## config.mk

```make
export PLATFORM = sky130hd
export DESIGN_NAME = pipe_ctrl
export DESIGN_NICKNAME = d
export VERILOG_FILES = /design/src/rtl/pipe_ctrl_pkg.sv /design/src/rtl/pipe_ctrl_hazard_cmp.sv /design/src/rtl/pipe_ctrl.sv
export SDC_FILE = /design/constraint.sdc
export NUM_CORES = 1
export LEC_CHECK = 0
export ABC_AREA = 0
export CORE_MARGIN = 2
export CORE_UTILIZATION = 30
export DETAILED_ROUTE_END_ITERATION = 16
export GPL_TIMING_DRIVEN = 1
export MAX_ROUTING_LAYER = met4
export PLACE_DENSITY_LB_ADDON = 0.08
export SLEW_MARGIN = 20
export SYNTH_ARGS = -nofsm -noshare
export SYNTH_HDL_FRONTEND = slang
export SYNTH_SLANG_ARGS = --single-unit
```

## constraint.sdc

```tcl
create_clock -name clk_i -period 4.7 [get_ports clk_i]
set_clock_uncertainty 0.2 [all_clocks]
set_input_delay 0.94 -clock clk_i [delete_from_list [all_inputs] [get_ports clk_i]]
set_output_delay 0.94 -clock clk_i [all_outputs]
set_load 0.1 [all_outputs]
```

## src/rtl/pipe_ctrl_pkg.sv

```systemverilog
// Shared types and constants for the pipeline hazard/flush controller.
package pipe_ctrl_pkg;

    localparam int unsigned REG_IDX_WIDTH = 5;
    localparam logic [REG_IDX_WIDTH-1:0] REG_X0 = '0;

    typedef enum logic [1:0] {
        PCTL_RUN   = 2'd0,
        PCTL_FLUSH = 2'd1,
        PCTL_DRAIN = 2'd2
    } pctl_state_t;

    typedef struct packed {
        logic pc_stall;
        logic if_id_stall;
        logic if_id_flush;
        logic id_ex_stall;
        logic id_ex_flush;
        logic ex_mem_flush;
    } ctrl_t;

    function automatic logic src_hit(
        input logic                     en,
        input logic [REG_IDX_WIDTH-1:0] src,
        input logic [REG_IDX_WIDTH-1:0] dst
    );
        return en && (src == dst);
    endfunction

endpackage

```

## src/rtl/pipe_ctrl_hazard_cmp.sv

```systemverilog
// Load-use comparator: decode sources against a load destination sitting in EX.
module hazard_cmp
    import pipe_ctrl_pkg::*;
(
    input  logic                     dec_valid,
    input  logic [REG_IDX_WIDTH-1:0] rs1_idx,
    input  logic [REG_IDX_WIDTH-1:0] rs2_idx,
    input  logic                     rs1_en,
    input  logic                     rs2_en,
    input  logic                     ex_valid,
    input  logic                     ex_is_load,
    input  logic [REG_IDX_WIDTH-1:0] rd_idx,
    input  logic                     rd_en,
    output logic                     luh
);

    logic load_writes;
    logic src_match;

    // x0 is hardwired, so a load targeting it never produces a hazard.
    assign load_writes = ex_valid & ex_is_load & rd_en & (rd_idx != REG_X0);
    assign src_match   = src_hit(rs1_en, rs1_idx, rd_idx) | src_hit(rs2_en, rs2_idx, rd_idx);
    assign luh         = dec_valid & load_writes & src_match;

endmodule

```

## src/rtl/pipe_ctrl.sv

```systemverilog
// Hazard and flush controller: stall/bubble controls for PC, IF/ID, ID/EX, EX/MEM.
module pipe_ctrl
    import pipe_ctrl_pkg::*;
#(
    parameter int unsigned FLUSH_CYCLES = 1,
    parameter int unsigned CNT_WIDTH    = 32
) (
    input  logic                     clk_i,
    input  logic                     rst_i,
    input  logic                     dec_valid_i,
    input  logic [REG_IDX_WIDTH-1:0] dec_rs1_idx_i,
    input  logic [REG_IDX_WIDTH-1:0] dec_rs2_idx_i,
    input  logic                     dec_rs1_en_i,
    input  logic                     dec_rs2_en_i,
    input  logic                     dec_is_csr_i,
    input  logic                     ex_valid_i,
    input  logic                     ex_is_load_i,
    input  logic [REG_IDX_WIDTH-1:0] ex_rd_idx_i,
    input  logic                     ex_rd_en_i,
    input  logic                     ex_busy_i,
    input  logic                     ex_redirect_i,
    input  logic                     mem_valid_i,
    output logic                     pc_stall_o,
    output logic                     if_id_stall_o,
    output logic                     if_id_flush_o,
    output logic                     id_ex_stall_o,
    output logic                     id_ex_flush_o,
    output logic                     ex_mem_flush_o,
    output logic [CNT_WIDTH-1:0]     stall_cnt_o,
    output logic [CNT_WIDTH-1:0]     flush_cnt_o
);

    localparam logic [2:0] FCNT_LOAD = 3'(FLUSH_CYCLES);

    pctl_state_t          state;
    pctl_state_t          state_next;
    logic [2:0]           fcnt;
    logic [2:0]           fcnt_next;
    logic                 luh;
    logic                 csrh;
    logic                 occupied;
    logic                 redirect_taken;
    ctrl_t                ctrl;
    logic [CNT_WIDTH-1:0] stall_cnt;
    logic [CNT_WIDTH-1:0] flush_cnt;

    hazard_cmp u_hazard_cmp (
        .dec_valid  (dec_valid_i),
        .rs1_idx    (dec_rs1_idx_i),
        .rs2_idx    (dec_rs2_idx_i),
        .rs1_en     (dec_rs1_en_i),
        .rs2_en     (dec_rs2_en_i),
        .ex_valid   (ex_valid_i),
        .ex_is_load (ex_is_load_i),
        .rd_idx     (ex_rd_idx_i),
        .rd_en      (ex_rd_en_i),
        .luh        (luh)
    );

    assign occupied = ex_valid_i | mem_valid_i;
    assign csrh     = dec_valid_i & dec_is_csr_i & occupied;

    always_ff @(posedge clk_i or posedge rst_i) begin
        if (rst_i) begin
            state <= PCTL_RUN;
            fcnt  <= '0;
        end else begin
            state <= state_next;
            fcnt  <= fcnt_next;
        end
    end

    // Priority chain: busy > redirect > refill > load-use > CSR drain > drain release.
    always_comb begin
        ctrl           = '0;
        state_next     = state;
        fcnt_next      = fcnt;
        redirect_taken = 1'b0;

        if (ex_busy_i) begin
            ctrl.pc_stall     = 1'b1;
            ctrl.if_id_stall  = 1'b1;
            ctrl.id_ex_stall  = 1'b1;
            ctrl.ex_mem_flush = 1'b1;
        end else if (ex_redirect_i) begin
            ctrl.if_id_flush = 1'b1;
            ctrl.id_ex_flush = 1'b1;
            redirect_taken   = 1'b1;
            if (FLUSH_CYCLES != 0) begin
                state_next = PCTL_FLUSH;
                fcnt_next  = FCNT_LOAD;
            end else begin
                state_next = PCTL_RUN;
            end
        end else if (state == PCTL_FLUSH) begin
            ctrl.if_id_flush = 1'b1;
            ctrl.id_ex_flush = 1'b1;
            if (fcnt <= 3'd1) begin
                fcnt_next  = '0;
                state_next = PCTL_RUN;
            end else begin
                fcnt_next = fcnt - 3'd1;
            end
        end else if (luh) begin
            ctrl.pc_stall    = 1'b1;
            ctrl.if_id_stall = 1'b1;
            ctrl.id_ex_flush = 1'b1;
        end else if (csrh || (state == PCTL_DRAIN && occupied)) begin
            ctrl.pc_stall    = 1'b1;
            ctrl.if_id_stall = 1'b1;
            ctrl.id_ex_flush = 1'b1;
            state_next       = PCTL_DRAIN;
        end else if (state == PCTL_DRAIN) begin
            state_next = PCTL_RUN;
        end
    end

    always_ff @(posedge clk_i or posedge rst_i) begin
        if (rst_i) begin
            stall_cnt <= '0;
            flush_cnt <= '0;
        end else begin
            if (ctrl.pc_stall) begin
                stall_cnt <= stall_cnt + CNT_WIDTH'(1);
            end
            if (redirect_taken) begin
                flush_cnt <= flush_cnt + CNT_WIDTH'(1);
            end
        end
    end

    assign pc_stall_o     = ctrl.pc_stall;
    assign if_id_stall_o  = ctrl.if_id_stall;
    assign if_id_flush_o  = ctrl.if_id_flush;
    assign id_ex_stall_o  = ctrl.id_ex_stall;
    assign id_ex_flush_o  = ctrl.id_ex_flush;
    assign ex_mem_flush_o = ctrl.ex_mem_flush;
    assign stall_cnt_o    = stall_cnt;
    assign flush_cnt_o    = flush_cnt;

endmodule

```

==> impl_metrics.xml, run 1 <==
<?xml version="1.0" encoding="UTF-8"?>
<metrics>
  <group name="sta">
    <metric name="worst_slew_pin_slew" unit="ns">1.02</metric>
    <metric name="layout_worst_path_cycle_share" unit="%">80.2</metric>
    <metric name="setup_ws_final" unit="ns">0.930</metric>
    <metric name="slew_violations" unit="">0</metric>
    <metric name="setup_viol" unit="">0</metric>
    <metric name="timing.setup.tns" unit="ns">0</metric>
    <metric name="layout_min_cycle_time" unit="ns">3.77</metric>
    <metric name="worst_hold_slack" unit="ns">0.263</metric>
    <metric name="rsz0062_at_grt" unit="">no</metric>
    <metric name="hold_violations" unit="">0</metric>
    <metric name="slew_headroom" unit="%">32.0</metric>
    <metric name="timing.fmax" unit="GHz">0.265</metric>
  </group>
  <group name="power">
    <metric name="p_leak" unit="µW">0.00202</metric>
    <metric name="power_density" unit="nW/µm²">500</metric>
    <metric name="ir_drop" unit="V">0.000472</metric>
  </group>
  <group name="logic_synthesis">
    <metric name="synth_cell_type_count" unit="">50</metric>
    <metric name="yosysSeqAreaShare" unit="%">49.2</metric>
    <metric name="post_synth_top_flop" unit="">dfrtp_1</metric>
    <metric name="ys_warns" unit="">0</metric>
    <metric name="synth_edf_count" unit="">0</metric>
    <metric name="combinational_family_with_the_most_area_after_synthesis" unit="">simple AND/OR/NAND/NOR gates</metric>
    <metric name="yosysTopAreaCellShare" unit="%">49.2</metric>
    <metric name="syn_inst" unit="">327</metric>
    <metric name="post_synth_fa_ha_maj_area_fraction" unit="%">1.07</metric>
    <metric name="synth-async-reset-ratio" unit="%">100</metric>
    <metric name="synth_top_cells_by_area" unit="">dfrtp_1 49%, xor2_1 9.2%, xnor2_1 8.7%</metric>
    <metric name="synth_top_cell_by_area" unit="">dfrtp_1</metric>
    <metric name="compound_gate_fraction_of_synth_area" unit="%">4.24</metric>
    <metric name="avgSynthCellArea" unit="µm²">10.7</metric>
    <metric name="netlist_area" unit="µm²">3510</metric>
    <metric name="synth-seq-cells" unit="">69</metric>
    <metric name="synthSimpleGateAreaFrac" unit="%">23.9</metric>
    <metric name="yosys.area_share.xor_xnor" unit="%">18.0</metric>
    <metric name="syn-num-nets" unit="">357</metric>
    <metric name="synth_mux_area_share" unit="%">0.641</metric>
  </group>
  <group name="hold_path">
    <metric name="worst_hold_path.num_cells" unit="">1</metric>
    <metric name="worstHoldStart" unit="">stall_cnt_o[31]</metric>
    <metric name="worst_hold_path.endpoint" unit="">stall_cnt_o[31]</metric>
    <metric name="hold_class" unit="">flop to flop</metric>
  </group>
  <group name="cts">
    <metric name="cts_hold_buf" unit="">0</metric>
    <metric name="tritoncts.num_buffers" unit="">9</metric>
    <metric name="cts_max_path_buffers" unit="">2</metric>
    <metric name="tritoncts" unit="">yes</metric>
    <metric name="htree_levels" unit="">3</metric>
    <metric name="cts.root.buffer_cell" unit="">clkbuf_16</metric>
    <metric name="clock_transition_at_the_register_clock_pins_on_the_worst_setup_and_hold_paths_after_cts" unit="ns">0.06</metric>
    <metric name="worst_skew_pair.late_latency" unit="ns">0.33</metric>
    <metric name="cts_resized" unit="">0</metric>
    <metric name="cts.sink_count" unit="">69</metric>
    <metric name="post_cts.repair.setup_buffers" unit="">0</metric>
  </group>
  <group name="routing">
    <metric name="dr_drc_count" unit="">0</metric>
    <metric name="average_wire_per_cell_in_the_routed_design" unit="µm">14.3</metric>
    <metric name="route.detailed.vias_per_inst" unit="">4.64</metric>
    <metric name="drt_first_iter_violations" unit="">99</metric>
    <metric name="antenna_violating_nets_post_route" unit="">0</metric>
    <metric name="drt_wl_total" unit="mm">8.20</metric>
    <metric name="dr_total_vias" unit="">2667</metric>
    <metric name="number_of_optimization_iterations_in_the_first_detailed_route_pass" unit="">4</metric>
  </group>
  <group name="cells_and_area">
    <metric name="antenna_diode_count" unit="">0</metric>
    <metric name="finish.cell_count_without_fillers" unit="">575</metric>
    <metric name="fillerInstances" unit="">1114</metric>
    <metric name="most_common_cell_after_layout_fill_and_taps_aside" unit="">clkdlybuf4s50_1</metric>
    <metric name="most-common-layout-cells" unit="">90 x clkdlybuf4s50_1, 69 x dfrtp_1, 37 x xor2_1</metric>
    <metric name="post_route_cells_drive_above_1_share" unit="%">11.3</metric>
    <metric name="nets" unit="">457</metric>
    <metric name="post_synthesis_to_final_layout_area_growth" unit="%">39.8</metric>
  </group>
  <group name="place">
    <metric name="detailed_place_hpwl" unit="mm">5.76</metric>
    <metric name="gp_routability_congestion" unit="">0.750</metric>
    <metric name="post-place-cells" unit="">559</metric>
    <metric name="numPortBuffers" unit="">96</metric>
    <metric name="pre_cts_slack" unit="ns">0.918</metric>
  </group>
  <group name="flow_run">
    <metric name="cap_violations" unit="">0</metric>
  </group>
  <group name="worst_setup_path">
    <metric name="worst_path_most_repeated_cell" unit="">a21oi_1</metric>
    <metric name="crit_chain" unit="">clkdlybuf4s50_1 -&gt; xnor2_1 -&gt; nand4_1 -&gt; o22ai_2 -&gt; a21oi_1 -&gt; a21oi_1 -&gt; buf_4</metric>
    <metric name="worstPathRequired" unit="ns">3.56</metric>
    <metric name="worst-r2r-setup-slack" unit="ns">2.27</metric>
    <metric name="path_buf_inv" unit="">2</metric>
    <metric name="worst_setup_path_end_kind" unit="">primary output</metric>
    <metric name="cp_top_family" unit="">buffers and inverters</metric>
    <metric name="timing.critical_path.slowest_stage_cell" unit="">clkdlybuf4s50_1</metric>
    <metric name="r2r_end" unit="">stall_cnt_o[24]</metric>
    <metric name="worstSetupStartpointType" unit="">input pin</metric>
    <metric name="classification_of_the_worst_setup_path" unit="">input pin to primary output</metric>
    <metric name="critical_path.max_fanout" unit="">4</metric>
    <metric name="critical_path.max_stage_delay" unit="ns">0.53</metric>
    <metric name="worstReg2RegStart" unit="">stall_cnt_o[3]</metric>
    <metric name="arrival" unit="ns">2.63</metric>
    <metric name="reg2reg_depth" unit="">5</metric>
  </group>
  <group name="global_route">
    <metric name="grt_pass1_wl" unit="mm">13.9</metric>
    <metric name="first_global_vias" unit="">2728</metric>
    <metric name="grt_start_max_net_pins" unit="">70</metric>
    <metric name="globalRoute.totalOverflow" unit="">0</metric>
    <metric name="gr-usage-all-layers" unit="%">14.2</metric>
    <metric name="number_of_antenna_violations_at_the_first_check_in_global_routing" unit="">0</metric>
  </group>
  <group name="floorplan">
    <metric name="placement_rows" unit="">39</metric>
    <metric name="die_x" unit="µm">112</metric>
    <metric name="die_area" unit="µm²">12600</metric>
    <metric name="die_height" unit="µm">112</metric>
    <metric name="placeableCoreArea" unit="µm²">11400</metric>
    <metric name="effective_utilization_at_floorplan" unit="%">30.8</metric>
    <metric name="top_level_ports" unit="">97</metric>
  </group>
  <group name="run_status">
    <metric name="status" unit="">completed</metric>
  </group>
</metrics>
## registers in the layout (all words and copies together), names as in the netlist
register and count:
stall_cnt_o 32, state 2, fcnt 3, flush_cnt_o 32
## power breakdown
| group | switching, µW | total, µW | internal [µW] | leakage [µW] |
|---|---|---|---|---|
| combinational | 768 | 1010 | 246 | 0.00102 |
| clock | 248 | 647 | 400 | 0.000146 |
| sequential | 118 | 796 | 677 | 0.000854 |
| total | 1130 | 2460 | 1320 | 0.00202 |
## worst register-to-register path: stages (launching register included)
cell and delay [ns]:
dfrtp_1 0.62, nand3_1 0.25, or2_1 0.40, or3_4 0.48, nor4b_4 0.24, xor2_1 0.16
## metrics by stage
stage / cell area (µm²) / util [%] / total power [µW]
after global placement: 4620 / 40.5 / 1820
after detailed placement: 4620 / 40.5 / 1830
final: 4910 / 43.0 / 2460
after CTS: 4910 / 43.0 / 2500
after global routing: 4910 / 43.0 / 2570
after floorplan: 3510 / - / 1560
## worst max-delay path by stage
stage,endpoint,depth (start not counted),from
5_1_grt,id_ex_flush_o,7,ex_rd_idx_i[1]
4_1_cts,id_ex_flush_o,7,ex_rd_idx_i[2]
6_report,id_ex_flush_o,7,ex_rd_idx_i[2]
3_5_place_dp,id_ex_flush_o,7,ex_rd_idx_i[1]
2_1_floorplan,id_ex_flush_o,5,ex_rd_idx_i[1]
3_3_place_gp,id_ex_flush_o,7,ex_rd_idx_i[2]
## area by class of cell
class	instances	area, µm²	share of cell area (%)
inverter	12	45.0	0.917
sequential	69	1730	35.2
clock buffer	13	270	5.50
tap	143	179	3.64
clock inverter	3	18.8	0.382
multi-input combinational	236	1680	34.2
timing repair buffer	99	993	20.2
## routing by layer
layer / up-vias / global-route usage (%) / wire length, µm / share of wire [%]
met5: - / - / 0 / 0
met4: 0 / 4.47 / 113 / 1.4
met3: 9 / 4.54 / 308 / 3.8
met2: 53 / 21.8 / 3920 / 48
met1: 1286 / 18.0 / 3860 / 47
li1: 1319 / - / - / -
## synthesized netlist by cell type, types with 2 or more instances
master / n
o21ai_0: 4
nand4_2: 2
inv_1: 12
and3_1: 5
mux2_2: 2
xor2_1: 37
buf_4: 3
nor4_2: 6
or3_1: 3
nand4_1: 10
and4_1: 3
nor2_1: 25
buf_2: 5
nand2_1: 29
nand2b_1: 3
nor3_1: 15
xnor2_1: 35
dfrtp_1: 69
a21oi_1: 6
ha_1: 3
nand3_1: 21
## logic make-up after synthesis
logic type,count (synthesis)
and+or+nand+nor,139
buffers and inverters,22
DFF,69
AOI/OAI and AO/OA,20
adders and majority gates,3
xor gates and xnor gates,72
muxes,2
Note: power is estimated with default switching activity, not from simulation.
==> run 2, diff against run 1 <==
==> constraint.sdc (replaced) <==
create_clock -name clk_i -period 3.25 [get_ports clk_i]
set_clock_uncertainty 0.2 [all_clocks]
set_input_delay 0.65 -clock clk_i [delete_from_list [all_inputs] [get_ports clk_i]]
set_output_delay 0.65 -clock clk_i [all_outputs]
set_load 0.1 [all_outputs]
==> impl_metrics.xml, run 2 (same netlist as run 1, synthesis figures left out) <==
<?xml version="1.0" encoding="UTF-8"?>
<metrics>
  <group name="run_status">
    <metric name="status" unit="">completed</metric>
  </group>
  <group name="worst_setup_path">
    <metric name="worstPathRequired" unit="ns">2.40</metric>
    <metric name="worst_setup_path_end_kind" unit="">primary output</metric>
    <metric name="reg2reg_depth" unit="">6</metric>
    <metric name="critical_path.max_fanout" unit="">4</metric>
    <metric name="r2r_end" unit="">stall_cnt_o[26]</metric>
    <metric name="arrival" unit="ns">2.27</metric>
    <metric name="worstReg2RegStart" unit="">stall_cnt_o[0]</metric>
    <metric name="critPathCapture" unit="">id_ex_flush_o</metric>
    <metric name="worstSetupStartpointType" unit="">input pin</metric>
    <metric name="crit_start" unit="">ex_rd_idx_i[1]</metric>
    <metric name="classification_of_the_worst_setup_path" unit="">input pin to primary output</metric>
    <metric name="worst-r2r-setup-slack" unit="ns">0.96</metric>
  </group>
  <group name="cts">
    <metric name="cts_hold_buf" unit="">0</metric>
    <metric name="cts.sink_count" unit="">69</metric>
    <metric name="htree_levels" unit="">3</metric>
    <metric name="clock_transition_at_the_register_clock_pins_on_the_worst_setup_and_hold_paths_after_cts" unit="ns">0.06</metric>
    <metric name="post_cts.repair.setup_buffers" unit="">0</metric>
    <metric name="cts_resized" unit="">0</metric>
    <metric name="tritoncts" unit="">yes</metric>
    <metric name="worst_skew_pair.late_latency" unit="ns">0.33</metric>
    <metric name="tritoncts.num_buffers" unit="">9</metric>
    <metric name="cts.root.buffer_cell" unit="">clkbuf_16</metric>
    <metric name="cts_max_path_buffers" unit="">2</metric>
  </group>
  <group name="cells_and_area">
    <metric name="antenna_diode_count" unit="">0</metric>
    <metric name="post_route_cells_drive_above_1_share" unit="%">27.5</metric>
    <metric name="most-common-layout-cells" unit="">76 x buf_4, 69 x dfrtp_1, 37 x xor2_1</metric>
    <metric name="post_synthesis_to_final_layout_area_growth" unit="%">39.0</metric>
    <metric name="most_common_cell_after_layout_fill_and_taps_aside" unit="">buf_4</metric>
    <metric name="final_design_area_no_fill" unit="µm²">4880</metric>
    <metric name="nets" unit="">466</metric>
  </group>
  <group name="floorplan">
    <metric name="die_height" unit="µm">112</metric>
    <metric name="top_level_ports" unit="">97</metric>
    <metric name="die_area" unit="µm²">12600</metric>
    <metric name="placeableCoreArea" unit="µm²">11400</metric>
    <metric name="placement_rows" unit="">39</metric>
    <metric name="effective_utilization_at_floorplan" unit="%">30.8</metric>
    <metric name="die_x" unit="µm">112</metric>
  </group>
  <group name="place">
    <metric name="gp_routability_congestion" unit="">0.751</metric>
    <metric name="detailed_place.area" unit="µm²">4590</metric>
    <metric name="numPortBuffers" unit="">96</metric>
    <metric name="detailed_place_hpwl" unit="mm">6.06</metric>
  </group>
  <group name="sta">
    <metric name="worst_slew_pin_slew" unit="ns">0.520</metric>
    <metric name="setup_viol" unit="">0</metric>
    <metric name="hold_violations" unit="">0</metric>
    <metric name="timing.fmax" unit="GHz">0.320</metric>
    <metric name="slew_violations" unit="">0</metric>
    <metric name="layout_min_cycle_time" unit="ns">3.12</metric>
    <metric name="layout_worst_path_cycle_share" unit="%">96.1</metric>
    <metric name="rsz0062_at_grt" unit="">no</metric>
    <metric name="worst_hold_slack" unit="ns">0.265</metric>
    <metric name="timing.setup.tns" unit="ns">0</metric>
    <metric name="slew_headroom" unit="%">65.3</metric>
  </group>
  <group name="flow_run">
    <metric name="cap_violations" unit="">0</metric>
  </group>
  <group name="global_route">
    <metric name="first_global_vias" unit="">2775</metric>
    <metric name="globalRoute.totalOverflow" unit="">0</metric>
    <metric name="gr-usage-all-layers" unit="%">14.4</metric>
    <metric name="grt_pass1_wl" unit="mm">14.2</metric>
    <metric name="number_of_antenna_violations_at_the_first_check_in_global_routing" unit="">0</metric>
    <metric name="grt_start_max_net_pins" unit="">40</metric>
  </group>
  <group name="routing">
    <metric name="drt_first_iter_violations" unit="">129</metric>
    <metric name="antenna_violating_nets_post_route" unit="">0</metric>
    <metric name="dr_total_vias" unit="">2700</metric>
    <metric name="drt_wl_total" unit="mm">8.27</metric>
    <metric name="number_of_optimization_iterations_in_the_first_detailed_route_pass" unit="">4</metric>
    <metric name="average_wire_per_cell_in_the_routed_design" unit="µm">14.2</metric>
    <metric name="route.detailed.vias_per_inst" unit="">4.63</metric>
    <metric name="dr_drc_count" unit="">0</metric>
  </group>
  <group name="power">
    <metric name="p_leak" unit="µW">0.00215</metric>
    <metric name="ir_drop" unit="V">0.000772</metric>
    <metric name="power_density" unit="nW/µm²">735</metric>
  </group>
  <group name="hold_path">
    <metric name="hold_class" unit="">flop to flop</metric>
  </group>
</metrics>
run 2: changes by cell type in the layout (fill, tap and decap cells not counted):
cell             previous run  this run
clkinvlp_4                  0         1
clkinv_2                    2         0
buf_4                       7        76
clkbuf_8                    3         2
bufinv_16                   0         1
clkbuf_1                    1         3
buf_12                      2         6
a21oi_1                     6         5
inv_1                      11        10
clkinv_4                    1         0
a21oi_2                     1         2
clkdlybuf4s50_1            90        26
run 2: layout make-up:
type	instances	area (µm²)
sequential	69	1730
fill	1154	6540
tap	143	179
clock inverter	1	30.0
inverter	12	48.8
multi-input combinational	236	1680
timing repair buffer	108	951
clock buffer	14	264
run 2: worst min path at each step:
stage	startpoint	to	slack [ns]	depth (start not counted)
final	stall_cnt_o[31]	stall_cnt_o[31]	0.27	1
after global placement	stall_cnt_o[31]	stall_cnt_o[31]	0.26	1
after global routing	flush_cnt_o[31]	flush_cnt_o[31]	0.30	1
after CTS	stall_cnt_o[31]	stall_cnt_o[31]	0.27	1
after detailed placement	stall_cnt_o[31]	stall_cnt_o[31]	0.27	1
after floorplan	fcnt[1]	fcnt[1]	0.28	2
run 2: power breakdown:
part | leakage [µW] | switching [µW] | total [µW] | internal [µW]
clock | 0.000143 | 353 | 986 | 633
combinational | 0.00116 | 1130 | 1470 | 344
sequential | 0.000854 | 150 | 1130 | 980
total | 0.00215 | 1630 | 3590 | 1960
run 2: through the flow:
step	power (µW)	setup slack, ns	cells	utilization (%)
floorplan	2260	0.0189	327	-
global placement	2620	0.139	568	40.2
detailed placement	2630	0.110	568	40.2
CTS	3640	0.110	583	42.7
global route	3750	0.0139	583	42.7
finish	3590	0.126	583	42.7
run 2: worst max-delay path, stage by stage:
cell             delay (ns)
clkdlybuf4s50_1        0.53
xnor2_1                0.14
nand4_1                0.13
o22ai_2                0.30
a21oi_1                0.13
a21oi_2                0.20
buf_12                 0.19
run 2: routing by layer:
layer | vias to the layer above | GRT usage, % | wire [µm]
met5 | - | - | 0
met3 | 10 | 3.56 | 310
li1 | 1332 | - | -
met1 | 1311 | 18.9 | 3920
met2 | 47 | 22.3 | 3930
met4 | 0 | 4.39 | 109
==> run 3, diff against run 2 <==
--- a/config.mk
+++ b/config.mk
@@ -11,8 +11,7 @@
 export DETAILED_ROUTE_END_ITERATION = 16
 export GPL_TIMING_DRIVEN = 1
 export MAX_ROUTING_LAYER = met4
-export PLACE_DENSITY_LB_ADDON = 0.08
-export SLEW_MARGIN = 20
+export PLACE_DENSITY = 0.67
 export SYNTH_ARGS = -nofsm -noshare
 export SYNTH_HDL_FRONTEND = slang
 export SYNTH_SLANG_ARGS = --single-unit
==> impl_metrics.xml, run 3 (same netlist as run 1, synthesis figures left out) <==
<?xml version="1.0" encoding="UTF-8"?>
<metrics>
  <group name="sta">
    <metric name="slew_violations" unit="">0</metric>
    <metric name="layout_worst_path_cycle_share" unit="%">96.2</metric>
    <metric name="setup_viol" unit="">0</metric>
    <metric name="setup_ws_final" unit="ns">0.124</metric>
    <metric name="worst_slew_pin_slew" unit="ns">0.399</metric>
    <metric name="layout_min_cycle_time" unit="ns">3.13</metric>
    <metric name="rsz0062_at_grt" unit="">no</metric>
    <metric name="timing.fmax" unit="GHz">0.320</metric>
    <metric name="slew_headroom" unit="%">73.4</metric>
    <metric name="hold_violations" unit="">0</metric>
    <metric name="timing.setup.tns" unit="ns">0</metric>
  </group>
  <group name="cts">
    <metric name="cts_max_path_buffers" unit="">2</metric>
    <metric name="tritoncts.num_buffers" unit="">9</metric>
    <metric name="cts.sink_count" unit="">69</metric>
    <metric name="clock_transition_at_the_register_clock_pins_on_the_worst_setup_and_hold_paths_after_cts" unit="ns">0.06</metric>
    <metric name="htree_levels" unit="">3</metric>
    <metric name="tritoncts" unit="">yes</metric>
    <metric name="worst_skew_pair.late_latency" unit="ns">0.33</metric>
    <metric name="cts_hold_buf" unit="">0</metric>
    <metric name="cts.root.buffer_cell" unit="">clkbuf_16</metric>
  </group>
  <group name="place">
    <metric name="pre_cts_slack" unit="ns">0.103</metric>
    <metric name="numPortBuffers" unit="">96</metric>
    <metric name="gp_routability_congestion" unit="">0.814</metric>
    <metric name="detailed_place_hpwl" unit="mm">5.88</metric>
    <metric name="post-place-cells" unit="">566</metric>
  </group>
  <group name="floorplan">
    <metric name="die_x" unit="µm">112</metric>
    <metric name="top_level_ports" unit="">97</metric>
    <metric name="effective_utilization_at_floorplan" unit="%">30.8</metric>
    <metric name="die_area" unit="µm²">12600</metric>
    <metric name="die_height" unit="µm">112</metric>
    <metric name="placeableCoreArea" unit="µm²">11400</metric>
    <metric name="placement_rows" unit="">39</metric>
  </group>
  <group name="global_route">
    <metric name="number_of_antenna_violations_at_the_first_check_in_global_routing" unit="">0</metric>
    <metric name="gr-usage-all-layers" unit="%">13.7</metric>
    <metric name="first_global_vias" unit="">2839</metric>
    <metric name="grt_start_max_net_pins" unit="">70</metric>
    <metric name="grt_pass1_wl" unit="mm">13.7</metric>
    <metric name="globalRoute.totalOverflow" unit="">0</metric>
  </group>
  <group name="routing">
    <metric name="number_of_optimization_iterations_in_the_first_detailed_route_pass" unit="">4</metric>
    <metric name="drt_wl_total" unit="mm">7.99</metric>
    <metric name="average_wire_per_cell_in_the_routed_design" unit="µm">13.7</metric>
    <metric name="route.detailed.vias_per_inst" unit="">4.77</metric>
    <metric name="dr_drc_count" unit="">0</metric>
    <metric name="antenna_violating_nets_post_route" unit="">0</metric>
    <metric name="drt_first_iter_violations" unit="">93</metric>
    <metric name="dr_total_vias" unit="">2776</metric>
  </group>
  <group name="run_status">
    <metric name="status" unit="">completed</metric>
  </group>
  <group name="power">
    <metric name="power_density" unit="nW/µm²">748</metric>
    <metric name="p_leak" unit="µW">0.00216</metric>
    <metric name="ir_drop" unit="V">0.000745</metric>
  </group>
  <group name="worst_setup_path">
    <metric name="worst-r2r-setup-slack" unit="ns">0.98</metric>
    <metric name="arrival" unit="ns">2.28</metric>
    <metric name="reg2reg_depth" unit="">6</metric>
    <metric name="worstReg2RegStart" unit="">stall_cnt_o[0]</metric>
    <metric name="critPathCapture" unit="">id_ex_flush_o</metric>
    <metric name="classification_of_the_worst_setup_path" unit="">input pin to primary output</metric>
    <metric name="crit_start" unit="">ex_rd_idx_i[4]</metric>
    <metric name="r2r_end" unit="">stall_cnt_o[24]</metric>
    <metric name="worstSetupStartpointType" unit="">input pin</metric>
    <metric name="critical_path.max_fanout" unit="">4</metric>
    <metric name="worst_setup_path_end_kind" unit="">primary output</metric>
    <metric name="worstPathRequired" unit="ns">2.40</metric>
  </group>
  <group name="cells_and_area">
    <metric name="finish.cell_count_without_fillers" unit="">582</metric>
    <metric name="most_common_cell_after_layout_fill_and_taps_aside" unit="">buf_4</metric>
    <metric name="antenna_diode_count" unit="">0</metric>
    <metric name="post_route_cells_drive_above_1_share" unit="%">28.0</metric>
    <metric name="post_synthesis_to_final_layout_area_growth" unit="%">40.0</metric>
    <metric name="nets" unit="">464</metric>
    <metric name="most-common-layout-cells" unit="">73 x buf_4, 69 x dfrtp_1, 37 x xor2_1</metric>
  </group>
  <group name="hold_path">
    <metric name="hold_class" unit="">flop to flop</metric>
  </group>
  <group name="flow_run">
    <metric name="cap_violations" unit="">0</metric>
  </group>
</metrics>
## run 3: per-layer routing
metal	routed length, µm	track usage (%)	vias up
li1	-	-	1340
met1	3460	16.6	1349
met2	3960	21.5	72
met3	417	4.43	15
met4	152	5.12	0
met5	0	-	-
## run 3: where the power goes
part           internal [µW]  leakage (µW)  switching (µW)
combinational            346       0.00115            1130
clock                    691      0.000158             377
sequential               979      0.000854             150
## run 3: repair_timing
item	in CTS	in global routing
setup buffers	0	0
endpoints found under the setup margin	0	1
hold endpoints to repair	0	0
gates resized for setup	0	1
## run 3: final cells by class
cell class | count | area [µm²]
Clock inverter | 6 | 86.3
Tap cell | 143 | 179
Inverter | 12 | 48.8
Timing Repair Buffer | 106 | 948
Fill cell | 1122 | 6500
Multi-Input combinational cell | 236 | 1690
Sequential cell | 69 | 1730
Clock buffer | 10 | 239
## run 3: worst min path at each step
stage / startpoint / endpoint / slack, ns / depth (start not counted)
after detailed placement: stall_cnt_o[31] / stall_cnt_o[31] / 0.27 / 1
after global routing: stall_cnt_o[31] / stall_cnt_o[31] / 0.30 / 1
after floorplan: fcnt[1] / fcnt[1] / 0.28 / 2
after global placement: stall_cnt_o[31] / stall_cnt_o[31] / 0.26 / 1
final: stall_cnt_o[31] / stall_cnt_o[31] / 0.26 / 1
after CTS: stall_cnt_o[31] / stall_cnt_o[31] / 0.27 / 1
## run 3: through the flow
step	hold WS, ns	utilization, %	power (µW)	instance area, µm²
after floorplan	0.285	-	2260	3520
after global placement	0.258	40.1	2610	4580
after detailed placement	0.266	40.1	2630	4580
after CTS	0.274	43.0	3720	4910
after global routing	0.298	43.1	3840	4920
final	0.264	43.1	3680	4920
## run 3: critical path: stages
cell	delay, ns
clkdlybuf4s50_1	0.48
xnor2_1	0.23
nand4_1	0.17
o22ai_4	0.22
a21oi_1	0.12
a21oi_2	0.20
buf_12	0.19
